`src/rtl/rr_arb_mux_pkg.sv`:
```
// Shared definitions for round-robin arbiters: channel limits, index type,
// and a rotating-priority pick function that other arbiters can reuse.
package rr_arb_mux_pkg;

  localparam int MAX_CH = 16;

  typedef logic [$clog2(MAX_CH)-1:0] ch_idx_t;

  typedef struct packed {
    logic    found;
    ch_idx_t idx;
  } rr_pick_t;

  // Scan valid starting at ptr, wrapping modulo MAX_CH. Callers with fewer
  // channels zero-extend valid; the unused high bits never match, so the
  // visiting order equals ptr..NUM_CH-1, 0..ptr-1.
  function automatic rr_pick_t rr_pick(input logic [MAX_CH-1:0] valid,
                                       input ch_idx_t ptr);
    rr_pick_t r;
    ch_idx_t  c;
    r = '0;
    for (int i = 0; i < MAX_CH; i++) begin
      c = ptr + ch_idx_t'(i);
      if (!r.found && valid[c]) begin
        r.found = 1'b1;
        r.idx   = c;
      end
    end
    return r;
  endfunction

endpackage

```
`src/rtl/rr_arb_mux_arbiter.sv`:
```
// rr_arbiter: purely combinational round-robin grant. Highest priority is
// the channel at ptr, then ascending with wrap. Produces a one-hot grant and
// the matching index; found=0 means no requester.
module rr_arbiter
  import rr_arb_mux_pkg::*;
#(
  parameter  int NUM_CH = 4,
  localparam int IDX_W  = $clog2(NUM_CH)
) (
  input  logic [NUM_CH-1:0] valid,
  input  logic [IDX_W-1:0]  ptr,
  output logic [NUM_CH-1:0] grant,
  output logic [IDX_W-1:0]  idx,
  output logic              found
);

  logic [MAX_CH-1:0] valid_ext;
  rr_pick_t          pick;

  // Rotating-priority pick, then expand the index to a one-hot grant
  always_comb begin
    valid_ext = MAX_CH'(valid);
    pick      = rr_pick(valid_ext, ch_idx_t'(ptr));
    found     = pick.found;
    idx       = IDX_W'(pick.idx);
    grant     = pick.found ? (NUM_CH'(1) << idx) : '0;
  end

endmodule

```
`src/rtl/rr_arb_mux.sv`:
```
// rr_arb_mux: N-channel valid/ready mux with round-robin arbitration and a
// registered output stage (1 beat/cycle, no bubble on drain+load).
// Optional packet lock is enabled by defining RR_ARB_MUX_LOCK_EN: a channel
// that starts a packet keeps the grant until it sends a beat with last=1.
module rr_arb_mux
  import rr_arb_mux_pkg::*;
#(
  parameter  int NUM_CH = 4,
  parameter  int WIDTH  = 32,
  localparam int IDX_W  = $clog2(NUM_CH)
) (
  input  logic                    clk_i,
  input  logic                    rst_i,
  input  logic [NUM_CH-1:0]       in_valid_i,
  input  logic [NUM_CH*WIDTH-1:0] in_data_i,
`ifdef RR_ARB_MUX_LOCK_EN
  input  logic [NUM_CH-1:0]       in_last_i,
`endif
  output logic [NUM_CH-1:0]       in_ready_o,
  output logic                    out_valid_o,
  output logic [WIDTH-1:0]        out_data_o,
  output logic [IDX_W-1:0]        out_ch_o,
  output logic                    out_last_o,
  input  logic                    out_ready_i
);

  logic [IDX_W-1:0]  rr_ptr;
  logic [IDX_W-1:0]  gnt_idx;
  logic [IDX_W-1:0]  nxt_ptr;
  logic [NUM_CH-1:0] arb_valid;
  logic [NUM_CH-1:0] gnt;
  logic              found;
  logic              load_en;
  logic              take;

`ifdef RR_ARB_MUX_LOCK_EN
  logic              lock;
  logic [IDX_W-1:0]  lock_ch;
  logic              out_last_q;

  // While locked, only the locked channel is visible to the arbiter
  always_comb begin
    arb_valid = in_valid_i;
    if (lock) arb_valid = in_valid_i & (NUM_CH'(1) << lock_ch);
  end
`else
  // Per-beat arbitration: every requester is visible
  always_comb arb_valid = in_valid_i;
`endif

  rr_arbiter #(.NUM_CH(NUM_CH)) u_arb (
    .valid (arb_valid),
    .ptr   (rr_ptr),
    .grant (gnt),
    .idx   (gnt_idx),
    .found (found)
  );

  // Output register is free when empty or being drained this cycle; reset
  // masks ready so nothing is accepted during reset.
  always_comb begin
    load_en    = !out_valid_o || out_ready_i;
    take       = load_en && found && !rst_i;
    in_ready_o = take ? gnt : '0;
    nxt_ptr    = (gnt_idx == IDX_W'(NUM_CH - 1)) ? '0 : gnt_idx + IDX_W'(1);
  end

  // Output stage and round-robin pointer
  always_ff @(posedge clk_i) begin
    if (rst_i) begin
      out_valid_o <= 1'b0;
      out_data_o  <= '0;
      out_ch_o    <= '0;
      rr_ptr      <= '0;
    end else if (load_en) begin
      if (found) begin
        out_valid_o <= 1'b1;
        out_data_o  <= in_data_i[gnt_idx*WIDTH +: WIDTH];
        out_ch_o    <= gnt_idx;
        rr_ptr      <= nxt_ptr;
      end else begin
        out_valid_o <= 1'b0;
      end
    end
  end

`ifdef RR_ARB_MUX_LOCK_EN
  // Packet lock: set on a non-last beat, cleared by the last beat. The
  // pointer already advances to granted+1 on every beat, so the last beat
  // leaves it at lock_ch+1.
  always_ff @(posedge clk_i) begin
    if (rst_i) begin
      lock       <= 1'b0;
      lock_ch    <= '0;
      out_last_q <= 1'b0;
    end else if (take) begin
      lock       <= !in_last_i[gnt_idx];
      lock_ch    <= gnt_idx;
      out_last_q <= in_last_i[gnt_idx];
    end
  end

  assign out_last_o = out_last_q;
`else
  // Every beat is a whole packet; 0 while empty (including after reset)
  assign out_last_o = out_valid_o;
`endif

endmodule

```
`config.mk`:
```
export PLATFORM = sky130hd
export DESIGN_NAME = rr_arb_mux
export DESIGN_NICKNAME = d
export VERILOG_FILES = /design/src/rtl/rr_arb_mux_pkg.sv /design/src/rtl/rr_arb_mux_arbiter.sv /design/src/rtl/rr_arb_mux.sv
export SDC_FILE = /design/constraint.sdc
export NUM_CORES = 1
export LEC_CHECK = 0
export CELL_PAD_IN_SITES_DETAIL_PLACEMENT = 1
export CELL_PAD_IN_SITES_GLOBAL_PLACEMENT = 1
export CORE_AREA = 2 2 101 103
export CTS_CLUSTER_SIZE = 28
export DETAILED_ROUTE_END_ITERATION = 7
export DIE_AREA = 0 0 103 105
export PLACE_DENSITY = 0.92
export SLEW_MARGIN = 25
export SYNTH_ARGS = -nofsm -noshare
export SYNTH_HDL_FRONTEND = slang
export SYNTH_SLANG_ARGS = --single-unit
```
`constraint.sdc`:
```
create_clock -name clk_i -period 13.2 [get_ports clk_i]
set_input_delay 3.96 -clock clk_i [delete_from_list [all_inputs] [get_ports clk_i]]
set_output_delay 3.96 -clock clk_i [all_outputs]
set_load 0.005 [all_outputs]
```
==> flow_results.org <==
** Critical path
- R2R setup slack :: 8.80 ns
- The worst register-to-register path begins at rr_ptr[0]$_SDFFE_PP0P_.
- Data on the critical path is required at its endpoint by 9.24 ns.
- The worst setup path is launched from an input port.
- Depth of the worst register-to-register path :: 10
- Critical Path Sink Type :: output port
- STA puts the critical path data arrival time at 7.32 ns.
- Of all nets on the critical path, the largest fanout is 33.
- In this run the critical register-to-register path is captured at out_data_o[15]$_SDFFE_PP0P_.
- Class of the most critical setup path :: in -> out

** Die
- Boundary pin count :: 175
- Die Y :: 105 um
- The floorplan has 36 rows.
- For this configuration, the core starts out at a cell density of 28.3%.
- Die span in x :: 103 um
- Placeable core area :: 0.00964 mm2
- The die covers 0.0108 mm2.

** Worst hold path
- Worst min-delay path category :: reg -> reg
- Cells on Worst Hold Path :: 2
- The worst hold path begins at out_data_o[25]$_SDFFE_PP0P_.
- Hold EP :: out_data_o[25]$_SDFFE_PP0P_

** Yosys
- Top-area cell type share of the netlist area :: 27.1%
- Net Count, Synth :: 395
- Instance count of the mapped netlist :: 257
- Largest cells by area after synthesis :: dfxtp_1 27%, mux2i_1 26%, o221ai_2 18%
- Compound-Gate Fraction of Synth Area :: 22.4%
- For this run, the number of Yosys warnings is 0.
- After Yosys synthesis, and, or, nand and nor cells account for 10.7% of the synthesized area.
- Seq cells post-synth :: 37
- In this run the mean area of a mapped cell was 10.6 um2.
- After synthesis the cells add up to 0.00273 mm2.
- Yosys cell types :: 39
- Post-Synth Adder-Cell Area :: 1.37%
- Share of synthesized area occupied by flip-flops and latches :: 27.1%
- Combinational family with the most area after synthesis :: multiplexers
- The portion of synthesized area spent on multiplexers is 29.3%.
- dfxtp_1 takes more of the synthesized area than any other cell.
- Summing the areas of all xor and xnor instances in the mapped netlist gives 0% of the synthesized area.

** Power
- Switching power :: 284 uW
- For this design the static power due to leakage is 1.78 nW.
- Pwr per Cell Area :: 162 mW/mm2
- Overall power after layout :: 737 uW
- Sequential cells account for 25.2% of the total power.
- Fraction of power spent switching nets :: 38.5%
- The worst-case IR drop observed on VDD is 0.0000755 V.
- Internal power comes to 453 uW.
- Combinational share of power :: 62.7%
- The share of total power dissipated in the clock network is 12.1%.

** Placed design
- Summed over all nets, the half-perimeter wirelength after detailed placement is 7.83 mm.
- Routability-driven placement finished with a final weighted congestion of 0.931.
- The count of buffers added on input and output ports is 174.

** STA
- For the pin with the worst max-slew slack, the measured transition is 1.01 ns.
- The number of hold-slack violations in the final timing report is 0.
- For the finished layout, the period the worst path requires is 11.28 ns.
- Setup repair after global routing left no endpoint under its margin.
- Adding up every negative setup slack in the final design gives 0 ns.
- Setup violations remaining at the end of the flow were counted as 0.
- Share of the cycle needed by the critical path after routing :: 85.5%
- Measured against its own limit, the worst slew margin works out to 32.4%.
- Fmax :: 88.6 MHz
- The final max-slew violation count is 0.
- Worst-case clock skew :: 0.00319 ns

** Clock tree
- The tree built by TritonCTS fans out to 37 sinks.
- H-tree depth :: 2
- Max Root-Sink Buffers :: 2
- Clock-pin slew on the worst setup and hold paths :: 0.08 ns
- Resized Gates After CTS :: 0
- Num CTS Buffers :: 5
- For this design, the CTS-stage hold fixing added 0 buffers.
- Buffer type at the clock tree root :: clkbuf_8
- CTS tree :: yes
- Insertion delay to the later sink of the worst-skew pair :: 0.28 ns
- Setup repair bufs after CTS :: 0

** Global routing
- Largest net degree at the start of global routing :: 37
- The total overflow left after global routing is 0.
- The first global-routing pass estimated 15.2 mm of wire.
- Global routing used 18.0% of the available tracks across all layers.
- The number of global-route vias before repair came to 3,014.
- The number of antenna violations at the first check in global routing came to 0.

** Routing
- For this run, design rule violations remaining after detail routing come to 0.
- Routed Wire Length :: 9.60 mm
- Residual antenna-violating net count after detailed routing :: 0
- Number of violations reported at the end of detailed-routing iteration 0 :: 42
- In the final routed layout, each cell accounts on average for 17.4 um.
- Vias per Instance :: 4.91
- Before antenna repair, the detailed router went through 4 iterations.
- Via total after detailed routing :: 2,711

** Finish
- Counting the fill cells in the layout gives 1,093.
- Total area of multi-input combinational cells :: 0.00176 mm2
- In the final layout, the share of cells above drive strength 1 is 13.4%.
- Layout-stage area growth over the synthesis result :: 66.8%
- The sequential cells in the finished layout cover a total of 741 um2.
- Count of inserted antenna diode cells :: 0
- After the last flow step, the layout net total stands at 556.

** Flow run
- The tool flagged a number of max-cap violations equal to 0.

** Status
- Result of the run :: finished clean
==> worst max-delay path by stage <==
stage               endpoint  slack, ns  cells after the start     startpoint
6_report       in_ready_o[2]       1.92                      7  in_valid_i[3]
5_1_grt        in_ready_o[2]       1.75                      7  in_valid_i[3]
3_5_place_dp   in_ready_o[2]       1.87                      7  in_valid_i[3]
3_3_place_gp   in_ready_o[2]       1.99                      7  in_valid_i[3]
4_1_cts        in_ready_o[2]       1.88                      7  in_valid_i[3]
2_1_floorplan  in_ready_o[3]       3.36                      9  in_valid_i[2]
==> cell families after synthesis <==
family | Yosys count
mux | 77
compound gates | 47
simple gates | 64
buf+inv | 29
flops | 37
fa+ha+maj | 3
==> power groups by stage <==
stage          logic, mW  registers, mW  clock network, mW
2_1_floorplan      0.316          0.184                  0
3_3_place_gp       0.452          0.185                  0
3_5_place_dp       0.470          0.188                  0
4_1_cts            0.471          0.186             0.0942
5_1_grt            0.500          0.192             0.0977
6_report           0.463          0.186             0.0892
==> synthesized netlist by cell type, drive strengths merged <==
cell	n
mux2i	71
a21oi	4
dfxtp	37
o22ai	2
nand2b	3
a32oi	1
nand3b	1
nor4	3
a311oi	1
nand2	38
a221oi	1
mux2	4
o31a	1
nor3	5
a31oi	1
a211oi	1
nor4b	1
clkbuf	4
o211ai	1
mux4	2
or4	1
and2	1
o32ai	1
nor2b	1
nor2	9
inv	5
nor3b	1
ha	3
buf	20
a221o	1
o221ai	32
==> stage by stage <==
step / util, % / std cells / worst slack [ns] / hold slack [ns] / cell area [um2]
final: 47.3 / 552 / 1.92 / 0.472 / 4560
after global routing: 47.3 / 552 / 1.75 / 0.495 / 4560
after CTS: 47.3 / 552 / 1.88 / 0.475 / 4560
after detailed placement: 46.2 / 544 / 1.87 / 0.455 / 4460
after global placement: 46.2 / 544 / 1.99 / 0.447 / 4460
after floorplan: - / 257 / 3.36 / 0.462 / 2730
==> worst max-delay path, stage by stage <==
cell             delay [ns]
clkdlybuf4s50_1        0.60
mux4_2                 0.56
or4_4                  0.56
a21oi_4                0.22
nand2_2                0.58
nor2_1                 0.27
clkdlybuf4s50_1        0.55
==> registers in the layout (all words and copies together) (netlist names) <==
register / cells
out_last_o: 1
out_ch_o: 2
out_data_o: 32
rr_ptr: 2
==> cell usage in the layout, fill, tap and decap left out, types with 2 or more instances in the layout <==
cell type	n
o22ai_1	2
mux2i_1	71
nor4_1	3
a21oi_1	3
nor3_1	4
buf_4	4
dfxtp_1	37
mux2_1	3
clkdlybuf4s50_1	174
o221ai_2	32
nand2b_1	2
nand2_1	37
ha_1	3
mux4_2	2
nor2_1	8
inv_1	4
clkbuf_8	7
==> per-layer routing <==
layer  vias to the layer above  share of wire [%]  global-route usage [%]
met1                      1289                 36                    19.2
li1                       1298                  -                       -
met4                         0               0.97                    3.01
met5                         -                  0                       0
met2                       114                 55                    34.1
met3                        10                7.5                    5.75
==> layout make-up <==
type	count	share of cell area (%)
clock buffer	7	2.11
clock inverter	1	0.110
inverter	5	0.412
multi-input combinational	191	38.6
sequential	37	16.2
tap	133	3.65
timing repair buffer	178	38.9
Power figures use the tool's default switching activity.
